--- src/rtl/rsalign_seq.sv ---
// rtl/rsalign_seq.sv - right-shift alignment sequencer for the FPU adder
// Breaks an exponent-difference shift into 32-bit word shifts plus one fractional shift.
module rsalign_seq (
  input  logic        clk,
  input  logic        reset_l,
  input  logic        fpuhold,
  input  logic        start,
  input  logic [11:0] ediff,
  input  logic        dprec,
  input  logic        a0zero,
  input  logic        shout_zero,
  output logic [2:0]  rsfunc,
  output logic        rs32,
  output logic [4:0]  shamt,
  output logic        sticky,
  output logic        busy,
  output logic        done
);

  typedef enum logic [1:0] {
    S_IDLE   = 2'd0,
    S_SH32   = 2'd1,
    S_SHFRAC = 2'd2,
    S_DONE   = 2'd3
  } state_t;

  state_t     r_state;
  state_t     w_state_next;
  logic [6:0] r_rem;
  logic [6:0] w_rem_next;
  logic [6:0] w_rem_clamp;
  logic [6:0] w_rem_sub;
  logic       r_sticky;
  logic       w_sticky_next;

  // Clamp to the mantissa width: anything past it is shifted out entirely.
  always_comb begin
    w_rem_clamp = ediff[6:0];
    if (dprec) begin
      if (ediff >= 12'd64) w_rem_clamp = 7'd64;
    end else begin
      if (ediff >= 12'd32) w_rem_clamp = 7'd32;
    end
  end

  assign w_rem_sub = r_rem - 7'd32;

  always_comb begin
    w_state_next  = r_state;
    w_rem_next    = r_rem;
    w_sticky_next = r_sticky;
    if (!fpuhold) begin
      case (r_state)
        S_IDLE: begin
          if (start) begin
            w_rem_next    = w_rem_clamp;
            w_sticky_next = 1'b0;
            if (w_rem_clamp >= 7'd32)      w_state_next = S_SH32;
            else if (w_rem_clamp != 7'd0)  w_state_next = S_SHFRAC;
            else                           w_state_next = S_DONE;
          end
        end
        S_SH32: begin
          w_rem_next    = w_rem_sub;
          w_sticky_next = r_sticky | ~a0zero;
          if (w_rem_sub >= 7'd32)      w_state_next = S_SH32;
          else if (w_rem_sub != 7'd0)  w_state_next = S_SHFRAC;
          else                         w_state_next = S_DONE;
        end
        S_SHFRAC: begin
          w_rem_next    = 7'd0;
          w_sticky_next = r_sticky | ~shout_zero;
          w_state_next  = S_DONE;
        end
        default: begin
          w_state_next = S_IDLE;
        end
      endcase
    end
  end

  always_ff @(posedge clk or negedge reset_l) begin
    if (!reset_l) begin
      r_state  <= S_IDLE;
      r_rem    <= 7'd0;
      r_sticky <= 1'b0;
    end else begin
      r_state  <= w_state_next;
      r_rem    <= w_rem_next;
      r_sticky <= w_sticky_next;
    end
  end

  // Outputs depend only on registered state so datapath zero flags never loop back combinationally.
  always_comb begin
    rsfunc = 3'h0;
    rs32   = 1'b0;
    shamt  = 5'd0;
    busy   = 1'b0;
    done   = 1'b0;
    case (r_state)
      S_SH32: begin
        rsfunc = 3'h6;
        rs32   = 1'b1;
        busy   = 1'b1;
      end
      S_SHFRAC: begin
        rsfunc = 3'h5;
        shamt  = r_rem[4:0];
        busy   = 1'b1;
      end
      S_DONE: begin
        rsfunc = 3'h3;
        busy   = 1'b1;
        done   = 1'b1;
      end
      default: begin
        rsfunc = 3'h0;
      end
    endcase
  end

  assign sticky = r_sticky;

endmodule
--- config.mk ---
export PLATFORM = sky130hd
export DESIGN_NAME = rsalign_seq
export DESIGN_NICKNAME = d
export VERILOG_FILES = /design/src/rtl/rsalign_seq.sv
export SDC_FILE = /design/constraint.sdc
export NUM_CORES = 1
export LEC_CHECK = 0
export BUFFER_PORTS_ARGS = -buffer_cell sky130_fd_sc_hd__buf_2
export CORE_UTILIZATION = 41
export DETAILED_ROUTE_END_ITERATION = 6
export PLACE_DENSITY = 0.77
export SLEW_MARGIN = 10
export SYNTH_ARGS = -nofsm -noshare
export SYNTH_HDL_FRONTEND = slang
export SYNTH_SLANG_ARGS = --single-unit
--- constraint.sdc ---
create_clock -name clk -period 2.3 [get_ports clk]
set_clock_uncertainty 0.2 [all_clocks]
set_input_delay 0.23 -clock clk [delete_from_list [all_inputs] [get_ports clk]]
set_output_delay 0.23 -clock clk [all_outputs]
set_load 0.1 [all_outputs]
Yosys cells after proc, flatten, opt, wreduce, memory -nomap -nowiden:

Cells that the tools add are included.

* register bits after elaboration: 10
* bits of input ports: 19
* output and inout port bits: 12

* add/sub/neg operators: 1
* order comparisons: 4
* eq/ne operators: 4
* multiplexer cells: 18
* bitwise gates (word level): 5
* reductions and logical operators: 7

Operators by type and width (count)
* $mux W7: 4
* $pmux W7 S3: 1
* $ge A7 B6 Y1 const B: 2
* $reduce_bool A7 Y1: 2
* $ge A12 B6 Y1 const B: 1
* $ge A12 B7 Y1 const B: 1
* $pmux W3 S3: 1
* $sub A7 B6 Y7 const B: 1
* $mux W1: 6
* $mux W2: 3
* $pmux W2 S3: 1
* $mux W5: 1
* $eq A2 B2 Y1 const B: 2
* $not A1 Y1: 3
* $pmux W1 S3: 1
* $reduce_and A3 Y1: 1
* $reduce_bool A3 Y1: 1
* $reduce_or A3 Y1: 1
* $eq A2 B1 Y1 const B: 1
* $logic_not A2 Y1: 1
* $ne A2 B2 Y1 const B: 1
* $or A1 B1 Y1: 2
* $reduce_and A2 Y1: 1

Logic depth before layout (Yosys ltp):

Gate-level depths: netlist (run 1).

* depth after elaboration: 8
* depth in mapped cells: 7

Worst setup path before layout (run 1):

Ideal clock, no wire load.

* path kind: register to output
* start point: register r_state[1]
* end point: output port rsfunc[1]
* arrival: 2.767 ns
* required time: 1.870 ns
* setup slack: -0.897 ns
* stages on the path, launching flop included: 5
* path through: dfrtp_1 inv_1 ha_1 nor2_1 nor2_1

* cells in the longest elaborated chain, start to end: 2
* elaborated cells on any way between the ends: 4
* those cells by class: eq/ne (3); mux (1)

RTL lines
* start: declaration: line 27 `state_t r_state;`
* start signal: assignment: line 88 `r_state <= w_state_next;`
* $eq A2 B2 Y1 / $eq A2 B1 Y1 (equally long branches): line 101 `case (r_state)`
* $pmux W3 S3 (*): line 101
* end: declaration: line 12 `output logic [2:0] rsfunc,`

Mark *: on every way between the ends. The rest lies on a longest branch, timed or not.

Final worst setup path (run 1):

* start point: register r_state[1]
* end point: register r_rem[2]

* cells in the longest elaborated chain, start to end: 3
* elaborated cells on any way between the ends: 7
* those cells by class: eq/ne (3); mux (1); reduce/logical (3)

RTL lines
* $eq A2 B2 Y1 (tied with other cells): line 53 `case (r_state)`
* $reduce_bool A3 Y1 (no line) / $ne A2 B2 Y1 (equally long branches)
* $reduce_and A3 Y1 (no line)
* end signal: assignment: line 89 `r_rem <= w_rem_next;`
* end: declaration: line 29 `logic [6:0] r_rem;`

Parallel ways exist; a longest one is shown, timed or not.
A chain may end at the register's enable or synchronous reset.

==> out/summary.txt, run 1 <==
CP Data Arrival Time: 2.21 ns
PortBufs: 30
antenna violations before repair: 0
Final TNS setup: 0 ns
max-slew violation count: 0
relative slew slack: 0.677
Syn Inst Count: 75
core box area: 1540 um^2
Clk pin slew, worst setup/hold paths: 0.07 ns
Setup crit end kind: flop
H-Tree Depth: 1
CP Class: reg -> reg
Bufs on Longest Clock Path: 2
TritonCTS buffer count: 3
clock latency on the worst-skew pair: 0.27 ns
critical path fanouts, max: 5
total vias in the final route: 731
Initial Util: 0.453
nets: 142
CTS tree: built
First DRT Iteration DRCs: 30
Cell Rows: 14
endpoints failing setup: 0
Yosys top cell by area: dfrtp_1
fill count: 122
clock net sink count: 10
total global routing overflow: 0
die height: 43.3 um
synthesized area: 698 um^2
Area contributors post-synth: dfrtp_1 36%, ha_1 11%, a22o_1 6.3%
Area growth, synth to finish: 49.1%
Ys Warns: 0
Avg Inst Size Synth: 9.31 um^2
Final Hold Vio Count: 0
Min-Delay Path Class: in -> reg
GR Util All Layers: 0.214
fmax: 455 MHz
sequential area share after synthesis: 0.358
RSZ-0062 raised after global routing: no
post-synthesis cell type count: 28
Critical Path RT: 2.31 ns
ys flop type: dfrtp_1
Pre-Repair DR Iteration Count: 4
DRT Wirelength: 1.73 mm
max-cap viol count: 0
die area: 1870 um^2
Post-synth EDFFs: 0
pin count of the biggest net entering global routing: 11
Final Critical Period: 2.20 ns
io pins: 31
Seq cells post-synth: 10
ys async rst share: 1.00
Final Cycle Share: 0.955
hpwl dp: 1.29 mm
CTS root buf: clkbuf_4
Diodes inserted: 0
Detail Route Antenna Nets: 0
syn nets: 100
share of layout cells above drive strength 1: 0.422
Yosys top cell area share: 0.358
CP Launch Type: flop
number of global-route vias before repair: 699
drt via density: 5.54
Least-Margin Pin Slew: 0.488 ns
GP Congestion: 0.886
first-pass GRT wire length: 2.95 mm
Die Width: 43.3 um
DR WL/cell: 13.1 um
status: completed
Remaining DRCs: 0
-- Yosys cell counts, drive strengths merged (2+ instances only) --
library cell	count
a2111oi	2
a21oi	4
a22o	5
and2	5
clkbuf	2
dfrtp	10
ha	6
inv	5
nand2	3
nand3b	2
nor2	10
nor2b	2
nor3	3
nor4	2
or3	2
or4	3
-- cell type report --
type,count,area [um^2],area share
clock buffers,4,36.3,0.0349
inverters,5,18.8,0.0180
multi-input cells,58,465,0.447
flip-flops and latches,10,253,0.243
well taps,16,20.0,0.0192
repair buffers,39,248,0.238
-- critical path, stage by stage (launching register included) --
cell,delay (ns)
dfrtp_2,0.41
inv_1,0.10
ha_1,0.21
nor2b_1,0.16
or4_4,0.44
a2111oi_4,0.42
a22o_1,0.19
-- timing repair --
| action | 4_1_cts | 5_1_grt |
|---|---|---|
| setup endpoints to repair | 0 | 11 |
| gates resized for setup | 0 | 3 |
| buffers inserted | 0 | 1 |
| endpoints found under the hold margin | 14 | 0 |
| hold buffers | 5 | 0 |
-- routing by layer --
metal | global-route usage | vias up | wire [um]
met5 | 0 | - | 0
met2 | 0.343 | 30 | 816
met4 | 0.109 | 0 | 46
met3 | 0.0383 | 5 | 89
met1 | 0.272 | 335 | 782
li1 | - | 361 | -
-- final timing paths --
kind                                  from         end  slack, ns  cells after the start
worst max-delay path            r_state[1]    r_rem[2]       0.10                      6
worst min-delay path              ediff[2]    r_rem[2]       0.01                      2
worst max register to register  r_state[1]    r_rem[2]       0.10                      6
worst min register to register      sticky      sticky       0.31                      2
max in group asynchronous          reset_l  r_state[0]       1.56                      2
min in group asynchronous          reset_l    r_rem[5]       0.14                      2
-- placed cells by master (no fill, tap or decap), types with 4 or more instances in the layout --
cell           netlist  layout
and2_1               5       5
ha_1                 6       4
buf_2                0      28
dfrtp_1             10       8
dlygate4sd3_1        0       5
clkbuf_4             0       4
a21oi_1              4       4
a22o_1               5       5
inv_1                5       5
buf_4                0       4
nor2_1              10       8
-- cells by family after synthesis --
group                    after synthesis  synth area share
adder cells (fa/ha/maj)                6             0.108
AO/OA/AOI/OAI                         17             0.210
multiplexers                           1            0.0143
buffers and inverters                  7            0.0376
AND/OR/NAND/NOR                       34             0.272
flip-flops                            10             0.358
-- state kept, by name (all words and copies together), names as in the netlist --
| signal | count |
|---|---|
| r_rem | 7 |
| r_state | 2 |
| sticky | 1 |
-- through the flow --
stage,std cells,cell area [um^2],setup slack (ns),utilization,hold slack (ns)
2_1_floorplan,75,739,0.0717,-,-0.266
3_3_place_gp,122,940,0.173,0.610,-0.0976
3_5_place_dp,122,940,0.123,0.610,-0.0939
4_1_cts,131,1030,0.0452,0.666,0.00583
5_1_grt,132,1040,0.00967,0.675,0.0160
6_report,132,1040,0.104,0.675,0.0144
Power of run 1 is left out: the tool's default activity adds up to more than one toggle a clock period on the data nets, which glitch-free logic cannot reach.
==> inputs of run 2 (changes only) <==
BUFFER_PORTS_ARGS = default   (was -buffer_cell sky130_fd_sc_hd__buf_2)
CORE_UTILIZATION = 52   (was 41)
DONT_BUFFER_PORTS = 1   (was default)
PLACE_DENSITY = 0.73   (was 0.77)
==> run 2 against run 1 <==
  * Critical path depth unchanged
  * Worst hold slack worse by 0.00081 ns
  * Global-route usage is 5.3 points higher
  * Sequential cell count unchanged
  * Wire length up 2.0%
  * First-iteration DRC count rose by 10%
  * Clock-buffer cell count stayed put
  * Register-to-register slack about the same
  * Largest cell class unchanged
==> out/summary.txt, run 2 (synthesis gave the netlist of run 1 again) <==
Critical Path RT: 2.31 ns (about the same)
commonest cells after routing, fill and taps aside: 15 x buf_4, 8 x nor2_1, 8 x dfrtp_1, 6 x dlygate4sd3_1
die height: 38.6 um (-11%)
Cell Rows: 12 (-2)
Final Critical Period: 2.19 ns (-0.00466 ns)
max-slew violation count: 0 (unchanged)
H-Tree Depth: 1 (unchanged)
first-pass GRT wire length: 2.68 mm (-9.1%)
Initial Util: 0.596 (+0.143)
Pre-Repair DR Iteration Count: 4 (unchanged)
number of global-route vias before repair: 605 (-13%)
Area growth, synth to finish: 39.6%
Final TNS setup: 0 ns (unchanged)
Least-Margin Pin Slew: 0.423 ns (-0.0646 ns)
Critical path buffers and inverters: 1 (unchanged)
Setup crit end kind: flop
clock latency on the worst-skew pair: 0.27 ns (about the same)
drt via density: 6.15 (+11%)
Clk pin slew, worst setup/hold paths: 0.07 ns (about the same)
endpoints failing setup: 0 (unchanged)
Die Width: 38.6 um (-11%)
max-cap viol count: 0 (unchanged)
status: completed
Largest Register: r_rem
CTS root buf: clkbuf_4
PortBufs: 0 (-100%)
Global Route met2 Usage: 0.408 (+0.0650)
GR Util All Layers: 0.267 (+0.0527)
total global routing overflow: 0 (unchanged)
clock net sink count: 10 (unchanged)
RSZ-0062 raised after global routing: no
Largest stage delay, worst path: 0.44 ns (about the same)
First DRT Iteration DRCs: 33 (+10%)
Remaining DRCs: 0 (unchanged)
DRT Wirelength: 1.77 mm (+2.0%)
relative slew slack: 0.711 (+0.0335)
fill count: 65 (-47%)
share of layout cells above drive strength 1: 0.313 (-0.109)
CP delay by family, top: compound AO/OA/AOI/OAI gates
hpwl dp: 1.26 mm (-2.0%)
Min-Delay Path Class: in -> reg
critical path's slowest cell: or4_4
critical path fanouts, max: 5 (unchanged)
crit path cell chain: inv_1 > ha_1 > nor2b_1 > or4_4 > a2111oi_4 > a22o_1
Diodes inserted: 0 (unchanged)
pin count of the biggest net entering global routing: 11 (unchanged)
GP Congestion: 0.825 (-7.0%)
CTS tree: built
Detail Route Antenna Nets: 0 (unchanged)
CP Class: reg -> reg
TritonCTS buffer count: 3 (unchanged)
met3 Track Usage GR: 0.0925 (+0.0542)
Final Hold Vio Count: 0 (unchanged)
total vias in the final route: 695 (-4.9%)
nets: 125 (-12%)
number of flip-flops under the largest register name: 7 (unchanged)
io pins: 31 (unchanged)
CP Data Arrival Time: 2.20 ns (about the same)
fmax: 456 MHz (+0.21%)
core box area: 1170 um^2 (-24%)
CP Launch Type: flop
DR WL/cell: 15.6 um (+19%)
antenna violations before repair: 0 (unchanged)
met1 GRT Util: 0.362 (+0.0902)
Final Cycle Share: 0.953 (-0.00203)
Bufs on Longest Clock Path: 2 (unchanged)
die area: 1490 um^2 (-20%)
GR peak layer: met2
most common cell after layout, fill and taps aside: buf_4
## run 2: changes by cell type in the layout (fill, tap and decap cells not counted)
cell           previous run  this run
buf_2                    28         0
dlygate4sd3_1             5         6
buf_6                     0         1
buf_12                    1         0
clkbuf_4                  4         3
buf_4                     4        15
## run 2: tightest hold or removal path: stages
cell and delay (ns):
nor3_1 0.04, a21oi_1 0.12, nor2_1 0.05
## run 2: cell type report
cell class / instances / area, um^2 / share of cell area
clock buffers: 4 / 36.3 / 0.0372
inverters: 5 / 18.8 / 0.0193
multi-input cells: 58 / 465 / 0.478
flip-flops and latches: 10 / 253 / 0.259
well taps: 14 / 17.5 / 0.0180
repair buffers: 22 / 184 / 0.189
## run 2: routing by layer
| layer | wire [um] | share of wire |
|---|---|---|
| met1 | 742 | 0.42 |
| met2 | 822 | 0.46 |
| met3 | 194 | 0.11 |
| met4 | 9 | 0.0051 |
| met5 | 0 | 0 |
## run 2: worst paths after layout
path | start | end | slack [ns] | depth (start not counted)
max | r_state[1] | r_rem[0] | 0.11 | 6
min | fpuhold | sticky | 0.01 | 3
max reg2reg | r_state[1] | r_rem[0] | 0.11 | 6
min reg2reg | r_state[0] | r_state[0] | 0.35 | 2
max in group asynchronous | reset_l | r_state[0] | 1.43 | 1
min in group asynchronous | reset_l | r_rem[0] | 0.13 | 1
## run 2: timing repair
action                                  CTS  global route
resized for setup                         0             3
setup buffers                             0             1
hold endpoints to repair                 15             0
endpoints found under the setup margin    0             5
hold buffers                              6             0
## run 2: per-stage QoR
stage	std cells	setup slack (ns)	cell area [um^2]	util	hold WS, ns
floorplan	75	0.0717	739	-	-0.266
global placement	102	0.186	862	0.736	-0.265
finish	113	0.109	975	0.832	0.0136
detailed placement	102	0.125	862	0.736	-0.265
CTS	112	0.0280	958	0.818	0.00777
global route	113	0.00302	975	0.832	0.0242
Power of run 2 is left out for the same reason.
